File: src/rtl/instruction_fetch_unit_pkg.sv
// Shared types and constants for the instruction fetch unit.
//   ifu_state_e     : fetch FSM states (IDLE/FETCH/HOLD/TRAP, 2'b00..2'b11)
//   instr_fields_t  : pre-split decode fields presented alongside the instruction
//   NOP_INSTR       : reset value of the instruction register (addi x0,x0,0)
//   field ranges    : bit positions shared with the main decoder / control unit
package instruction_fetch_unit_pkg;

  localparam int unsigned ILEN      = 32;
  localparam int unsigned INSTRET_W = 32;

  localparam int unsigned OPCODE_LSB = 0;
  localparam int unsigned OPCODE_W   = 7;
  localparam int unsigned F3_LSB     = 12;
  localparam int unsigned F3_W       = 3;
  localparam int unsigned F7B5_BIT   = 30;

  localparam logic [ILEN-1:0] NOP_INSTR = 32'h0000_0013;

  typedef enum logic [1:0] {
    IFU_IDLE  = 2'b00,
    IFU_FETCH = 2'b01,
    IFU_HOLD  = 2'b10,
    IFU_TRAP  = 2'b11
  } ifu_state_e;

  typedef struct packed {
    logic [OPCODE_W-1:0] opcode;
    logic [F3_W-1:0]     f3;
    logic                f7;
  } instr_fields_t;

  // Slice the decode fields out of a raw instruction word.
  function automatic instr_fields_t split_instr(input logic [ILEN-1:0] i);
    instr_fields_t f;
    f.opcode = i[OPCODE_LSB +: OPCODE_W];
    f.f3     = i[F3_LSB +: F3_W];
    f.f7     = i[F7B5_BIT];
    return f;
  endfunction

  // Fetch targets must be 4-byte aligned.
  function automatic logic is_word_aligned(input logic [1:0] lsbs);
    return (lsbs == 2'b00);
  endfunction

endpackage

File: src/rtl/instruction_fetch_unit_if.sv
// Instruction-memory and decode-side bundle of the fetch unit.
//   imem side   : imemReq/imemAddr out, imemAck/imemRdata in
//   decode side : instrValid/instr/opcode/f3/f7/PC/PCPlus4 out, instrReady in
//   control     : PCSrc/PCTarget in
//   status      : misalignErr (sticky trap), instret (retire count)
// master = fetch unit, slave = memory + decode/control environment.
interface instruction_fetch_unit_if #(
  parameter int unsigned XLEN = 32
);
  import instruction_fetch_unit_pkg::*;

  logic                  imemReq;
  logic [XLEN-1:0]       imemAddr;
  logic                  imemAck;
  logic [ILEN-1:0]       imemRdata;

  logic                  instrValid;
  logic                  instrReady;
  logic [ILEN-1:0]       instr;
  logic [OPCODE_W-1:0]   opcode;
  logic [F3_W-1:0]       f3;
  logic                  f7;
  logic [XLEN-1:0]       PC;
  logic [XLEN-1:0]       PCPlus4;

  logic                  PCSrc;
  logic [XLEN-1:0]       PCTarget;

  logic                  misalignErr;
  logic [INSTRET_W-1:0]  instret;

  modport master (
    output imemReq, imemAddr, instrValid, instr, opcode, f3, f7, PC, PCPlus4,
           misalignErr, instret,
    input  imemAck, imemRdata, instrReady, PCSrc, PCTarget
  );

  modport slave (
    input  imemReq, imemAddr, instrValid, instr, opcode, f3, f7, PC, PCPlus4,
           misalignErr, instret,
    output imemAck, imemRdata, instrReady, PCSrc, PCTarget
  );

endinterface

File: src/rtl/instruction_fetch_unit.sv
// Instruction fetch unit: holds the PC, fetches one instruction per retire over
// a req/ack memory port and presents it to decode with a valid/ready handshake.
// Ports:
//   clk  : core clock, rising edge
//   rst  : asynchronous reset, active-high
//   bus  : instruction_fetch_unit_if.master (imem port, decode handshake,
//          next-PC control, misalignErr trap flag, instret counter)
// Parameters: XLEN (PC width), RESET_PC (4-byte aligned PC loaded on reset).
module instruction_fetch_unit
  import instruction_fetch_unit_pkg::*;
#(
  parameter int unsigned    XLEN     = 32,
  parameter logic [XLEN-1:0] RESET_PC = '0
) (
  input  logic                      clk,
  input  logic                      rst,
  instruction_fetch_unit_if.master  bus
);

  ifu_state_e           state_q,    state_d;
  logic [XLEN-1:0]      pc_q,       pc_d;
  logic [ILEN-1:0]      instr_q,    instr_d;
  logic [INSTRET_W-1:0] instret_q,  instret_d;
  logic                 misalign_q, misalign_d;

  logic [XLEN-1:0]      pc_plus4;
  logic [XLEN-1:0]      next_pc;
  logic                 retire;
  instr_fields_t        fields;

  // Next-PC mux; adder wraps naturally modulo 2^XLEN.
  assign pc_plus4 = pc_q + XLEN'(4);
  assign next_pc  = bus.PCSrc ? bus.PCTarget : pc_plus4;
  assign retire   = (state_q == IFU_HOLD) && bus.instrReady;

  // State and datapath registers.
  always_ff @(posedge clk or posedge rst) begin
    if (rst) begin
      state_q    <= IFU_IDLE;
      pc_q       <= RESET_PC;
      instr_q    <= NOP_INSTR;
      instret_q  <= '0;
      misalign_q <= 1'b0;
    end else begin
      state_q    <= state_d;
      pc_q       <= pc_d;
      instr_q    <= instr_d;
      instret_q  <= instret_d;
      misalign_q <= misalign_d;
    end
  end

  // Next-state logic; everything holds unless a transition updates it.
  always_comb begin
    state_d    = state_q;
    pc_d       = pc_q;
    instr_d    = instr_q;
    instret_d  = instret_q;
    misalign_d = misalign_q;

    case (state_q)
      IFU_IDLE: begin
        state_d = IFU_FETCH;
      end
      IFU_FETCH: begin
        if (bus.imemAck) begin
          instr_d = bus.imemRdata;
          state_d = IFU_HOLD;
        end
      end
      IFU_HOLD: begin
        if (retire) begin
          instret_d = instret_q + INSTRET_W'(1);
          // A misaligned target retires the current instruction but traps
          // instead of fetching; PC keeps pointing at the faulting retire.
          if (!is_word_aligned(next_pc[1:0])) begin
            misalign_d = 1'b1;
            state_d    = IFU_TRAP;
          end else begin
            pc_d    = next_pc;
            state_d = IFU_FETCH;
          end
        end
      end
      IFU_TRAP: begin
        state_d = IFU_TRAP;
      end
      default: begin
        state_d = IFU_IDLE;
      end
    endcase
  end

  // Outputs decode only registered state, never imemAck/instrReady.
  assign fields = split_instr(instr_q);

  assign bus.imemReq     = (state_q == IFU_FETCH);
  assign bus.imemAddr    = pc_q;
  assign bus.instrValid  = (state_q == IFU_HOLD);
  assign bus.instr       = instr_q;
  assign bus.opcode      = fields.opcode;
  assign bus.f3          = fields.f3;
  assign bus.f7          = fields.f7;
  assign bus.PC          = pc_q;
  assign bus.PCPlus4     = pc_plus4;
  assign bus.misalignErr = misalign_q;
  assign bus.instret     = instret_q;

endmodule
File: src/flat_wrapper.sv
// flat-port wrapper written by rule: the top's interface ports become plain ports
module instruction_fetch_unit_flat import instruction_fetch_unit_pkg::*;
#(
  parameter int unsigned    XLEN     = 32,
  parameter logic [XLEN-1:0] RESET_PC = '0
)
  (clk, rst, bus_imemReq, bus_imemAddr, bus_instrValid, bus_instr, bus_opcode, bus_f3, bus_f7, bus_PC, bus_PCPlus4, bus_misalignErr, bus_instret, bus_imemAck, bus_imemRdata, bus_instrReady, bus_PCSrc, bus_PCTarget);
  instruction_fetch_unit_if #(.XLEN(XLEN)) bus_i ();
  input  logic clk;
  input  logic rst;
  output wire logic [$bits(bus_i.imemReq)-1:0] bus_imemReq;
  output wire logic [$bits(bus_i.imemAddr)-1:0] bus_imemAddr;
  output wire logic [$bits(bus_i.instrValid)-1:0] bus_instrValid;
  output wire logic [$bits(bus_i.instr)-1:0] bus_instr;
  output wire logic [$bits(bus_i.opcode)-1:0] bus_opcode;
  output wire logic [$bits(bus_i.f3)-1:0] bus_f3;
  output wire logic [$bits(bus_i.f7)-1:0] bus_f7;
  output wire logic [$bits(bus_i.PC)-1:0] bus_PC;
  output wire logic [$bits(bus_i.PCPlus4)-1:0] bus_PCPlus4;
  output wire logic [$bits(bus_i.misalignErr)-1:0] bus_misalignErr;
  output wire logic [$bits(bus_i.instret)-1:0] bus_instret;
  input wire logic [$bits(bus_i.imemAck)-1:0] bus_imemAck;
  input wire logic [$bits(bus_i.imemRdata)-1:0] bus_imemRdata;
  input wire logic [$bits(bus_i.instrReady)-1:0] bus_instrReady;
  input wire logic [$bits(bus_i.PCSrc)-1:0] bus_PCSrc;
  input wire logic [$bits(bus_i.PCTarget)-1:0] bus_PCTarget;
  assign bus_imemReq = bus_i.imemReq;
  assign bus_imemAddr = bus_i.imemAddr;
  assign bus_instrValid = bus_i.instrValid;
  assign bus_instr = bus_i.instr;
  assign bus_opcode = bus_i.opcode;
  assign bus_f3 = bus_i.f3;
  assign bus_f7 = bus_i.f7;
  assign bus_PC = bus_i.PC;
  assign bus_PCPlus4 = bus_i.PCPlus4;
  assign bus_misalignErr = bus_i.misalignErr;
  assign bus_instret = bus_i.instret;
  assign bus_i.imemAck = bus_imemAck;
  assign bus_i.imemRdata = bus_imemRdata;
  assign bus_i.instrReady = bus_instrReady;
  assign bus_i.PCSrc = bus_PCSrc;
  assign bus_i.PCTarget = bus_PCTarget;
  instruction_fetch_unit #(.XLEN(XLEN), .RESET_PC(RESET_PC)) u_core (.clk(clk), .rst(rst), .bus(bus_i));
endmodule
File: config.mk
export PLATFORM = sky130hd
export DESIGN_NAME = instruction_fetch_unit_flat
export DESIGN_NICKNAME = d
export VERILOG_FILES = /design/src/rtl/instruction_fetch_unit_pkg.sv /design/src/rtl/instruction_fetch_unit_if.sv /design/src/rtl/instruction_fetch_unit.sv /design/src/flat_wrapper.sv
export SDC_FILE = /design/constraint.sdc
export NUM_CORES = 1
export LEC_CHECK = 0
export BUFFER_PORTS_ARGS = -buffer_cell sky130_fd_sc_hd__buf_2
export CORE_MARGIN = 5
export CORE_UTILIZATION = 31
export DETAILED_ROUTE_END_ITERATION = 10
export GPL_ROUTABILITY_DRIVEN = 0
export PLACE_DENSITY = 0.66
export SKIP_LAST_GASP = 1
export SLEW_MARGIN = 20
export SYNTH_ARGS = -nofsm -noshare
export SYNTH_HDL_FRONTEND = slang
export SYNTH_SLANG_ARGS = --single-unit
File: constraint.sdc
create_clock -name clk -period 4.3 [get_ports clk]
set_input_delay 0.215 -clock clk [delete_from_list [all_inputs] [get_ports clk]]
set_output_delay 0.215 -clock clk [all_outputs]
set_load 0.01 [all_outputs]
# After elaboration in Yosys (flattened, before gate mapping)
# Index checks and enable logic that the tools add are counted.
[op_classes] n_bitwise=1 mux=5 n_addsub=2 n_eq_ne=5 reduce_logical=8
[ops] cell="adder 32 x 1 -> 32 bit (second input constant)" n=1
[ops] cell="adder 32 x 3 -> 32 bit (second input constant)" n=1
[ops] cell="two-way mux 32 bit" n=1
[ops] cell="case mux 2 bit (4 select lines)" n=1
[ops] cell="two-way mux 2 bit" n=3
[ops] cell="AND reduction 2 bit" n=3
[ops] cell="AND reduction 3 bit" n=2
[ops] cell="equality test 2 bit (second input constant)" n=2
[ops] cell="zero test 2 bit" n=2
[ops] cell="!= test 2 x 1 -> 1 bit (second input constant)" n=2
[ops] cell="equality test 2 x 1 -> 1 bit (second input constant)" n=1
[ops] cell="logical AND 1 bit" n=1
[ops] cell="NOT 1 bit" n=1
[totals] register_bits=99

# Longest topological paths before layout
[depth] depth_word=6 mapped_depth=7 depth_no_buf=5

# Least setup slack after synthesis
# Ideal clock, no wire load.
[synth_timing] path_type="reg-to-output" start="register u_core.pc_q[4] (netlist: u_core.bus.PC[4])" end="output port bus_PCPlus4[17]" arrival_time_ns=1.855 slack_ns=2.230 path_buffers=1 stages_incl_launch_ff=6 cell_sequence="dfrtp_1 > buf_2 > nand4_2 > nor4_1 > nand2_1 > xnor2_1"
[synth_via] elab_chain_cells=1
[synth_lines] item="start, declared" line="instruction_fetch_unit.sv:21" text="logic [XLEN-1:0] pc_q, pc_d;"
[synth_lines] item="start signal, assigned" line="instruction_fetch_unit.sv:46" text="pc_q <= pc_d;"
[synth_lines] item="adder 32 x 3 -> 32 bit" line="instruction_fetch_unit.sv:32" text="assign pc_plus4 = pc_q + XLEN'(4);"
[synth_lines] item="end, declared" line="flat_wrapper.sv:19" text="output wire logic [$bits(bus_i.PCPlus4)-1:0] bus_PCPlus4;"
# No other way between the ends.

# Worst setup path after layout
[layout_timing] start="register u_core.pc_q[3] (netlist: u_core.bus.PC[3])" end="output port bus_PCPlus4[26]"
# Same word-level chain as after synthesis.

==> flow_summary.toml <==
[routing]
drtIter0Drc = 160
vias_per_cell = 4.986
dr.pass1.iters = 4
ant_nets = 0
post-route-drc-count = 0
vias = 4911
wirelength_um = 16800
wl_per_cell_um = 17.06

[pwr]
power_leakage_uw = 0.003514
finalPower_uw = 3115
ir_drop_v = 0.0003344
p_seq_frac = 0.430
power.density_nw_per_um2 = 441.6
switchingPower_uw = 1058
clkPwrFrac = 0.268
pwr-share-comb = 0.301
p_int_uw = 2057
swShare = 0.3397

[layout]
area_delta_synth_final_pct = 25.32
drive_gt1_frac = 0.4233
antenna_cells = 0
fin_area_um2 = 7054
layout_common_cells = "242 x buf_2, 96 x dfrtp_1, 34 x nand2_1"
fin_nets = 822
layout_commonest_cell = "buf_2"
final_core_util = 0.3940

[clock_network]
cts_resized = 0
path_clk_slew_ns = 0.08
cts_buffer_depth = 2
cts-htree-levels = 3
clock_sinks = 99
clockRootBuffer = "clkbuf_16"
clkLatencyLatePin_ns = 0.35
cts_setup_buffers = 0
cts_tree = "done"
cts_buffers = 9
postCtsHoldBufs = 0

[critical_path]
cp-end-kind = "output pin"
slowest_stage = "nor4_4"
cpPeakStageDelay_ns = 0.70
path_cells = "ha_1 > nand3_1 > nor4_4 > and3_1 > xnor2_1 > buf_2"
start_kind = "flop"
path_max_fanout = 12
ff2ff_setup_slack_ns = 1.87
arrival_ns = 2.73
path_class = "flop to output pin"
r2r_cells = 5
required_ns = 4.09

[timing]
finalMaxSlewViolations = 0
slew_headroom = 0.3206
fmax_ghz = 0.3396
whs_ns = -0.02142
fin_skew_ns = 0.01013
finalCriticalPeriod_ns = 2.945
period_share = 0.6849
finalSetupViolCount = 0
tightestPinTransition_ns = 1.019
hold_viol = 6
rsz0062_at_grt = "false"
timing.setup.tns_ns = 0

[logic_synthesis]
ys_ff_latch = 99
synth-adder-area-share = 0.004445
synth.area.mux_share = 0.06935
synth_top_cell_by_area = "dfrtp_1"
ys_top_cells_by_area = "dfrtp_1 43%, mux2_2 6.4%, buf_4 6.0%, xnor2_1 4.7%, xor2_1 4.2%"
synth_compound_area_frac = 0.1058
synth-simple-area-share = 0.1896
synth_area_per_cell_um2 = 9.945
syn_inst = 566
synth_top_area_frac = 0.4268
syn_nets = 637
syn_area_um2 = 5629
synth_edf_count = 0
ys_seq_area_frac = 0.4408
synthFlopType = "dfrtp_1"
synth_cell_types = 57
yosys_warnings = 0
synth_xor_xnor_area_share = 0.08869
synth-async-reset-ratio = 1.000
synth_top_family_by_area = "simple AND/OR/NAND/NOR gates"

[die]
die_area_um2 = 20950
start_util = 0.3144
fp-row-count = 49
die_y_um = 144.8
pin_count = 243
dieWidth_um = 144.8
core_um2 = 17900

[global_routing]
grt_pass1_vias = 4744
antenna_found_initial = 0
grt-ovfl-total = 0
grt_pass1_wl_um = 26080
grt_max_degree = 78
grt_usage = 0.1569

[placement]
dp.final_hpwl_um = 12430
post_dp_cell_area_um2 = 6749
port_buffers = 242

[outcome]
status = "complete, but fails checks"
violations = "negative hold slack"

[flow_run]
maxCapViolations = 0

[worst_hold_path]
worstHoldPathType = "input port to async pin"
## critical path: cells and delay by family (launching register included)
| kind | cells | cell delay [ns] |
|---|---|---|
| xor+xnor | 1 | 0.13 |
| simple gates | 3 | 1.38 |
| fa+ha+maj | 1 | 0.25 |
| flops | 1 | 0.46 |
| buf+inv | 1 | 0.15 |
## cells by family after synthesis
kind of cell / count (synthesis)
and+or+nand+nor: 187
buffers and inverters: 102
DFF: 99
AOI/OAI and AO/OA: 84
xor gates and xnor gates: 57
muxes: 35
adders and majority gates: 2
## sequential cells by signal, summed over array words and instances, names as in the netlist
signal,cells
u_core.state_q,2
u_core.bus.instret,32
u_core.bus.misalignErr,1
u_core.bus.instr,32
u_core.bus.PC,32
## through the flow
stage / std cells / setup WS [ns] / hold WS (ns)
after global routing: 985 / 1.133 / 0.04032
after detailed placement: 969 / 1.702 / 0.4502
after CTS: 985 / 1.314 / 0.07238
after global placement: 969 / 1.437 / 0.4468
final: 985 / 1.355 / -0.02142
after floorplan: 566 / 1.500 / 0.3656
## path summary, 6_finish.rpt
kind,from,end
min in group clk,bus_imemRdata[30],u_core.bus.instr[30]
setup / recovery,u_core.bus.PC[3],bus_PCPlus4[26]
max in group asynchronous,rst,u_core.bus.instr[1]
hold reg to reg,u_core.bus.instret[31],u_core.bus.instret[31]
setup reg to reg,u_core.state_q[0],u_core.bus.PC[16]
hold / removal,rst,u_core.bus.instr[8]
## Yosys cell counts (7+ instances only)
cell	instances
a21boi_0	9
buf_4	45
o211ai_1	8
nand3_1	26
a211o_1	8
mux2_2	32
nand2_1	34
xor2_1	27
o21ai_0	20
dfrtp_1	96
buf_2	8
inv_1	24
nor2_1	26
xnor2_1	30
nand4_1	26
nor3_1	23
nor4_1	11
clkbuf_1	21
a21oi_1	7
## routing by layer
layer  GRT usage  wire length, um  vias up
met5           0                0        -
met4     0.03829              195        0
met3     0.04601             1605       16
met2      0.2573             7843      226
met1      0.2043             7160     2335
li1            -                -     2334
## area by class of cell
class                           instances  area, um2
Clock buffer                           10      229.0
Fill cell                            1837      10850
Multi-Input combinational cell        365       2603
Tap cell                              229      286.5
Timing Repair Buffer                  252       1286
Clock inverter                          6      73.82
Inverter                               24      95.09
Sequential cell                        99       2481
## power by group through the flow
stage	clock [uW]	combinational, uW	sequential [uW]
floorplan	0	529	1430
global placement	0	952	1340
detailed placement	0	958	1360
CTS	873	960	1340
global route	903	1040	1380
finish	836	938	1340
Note: power is estimated with default switching activity, not from simulation.
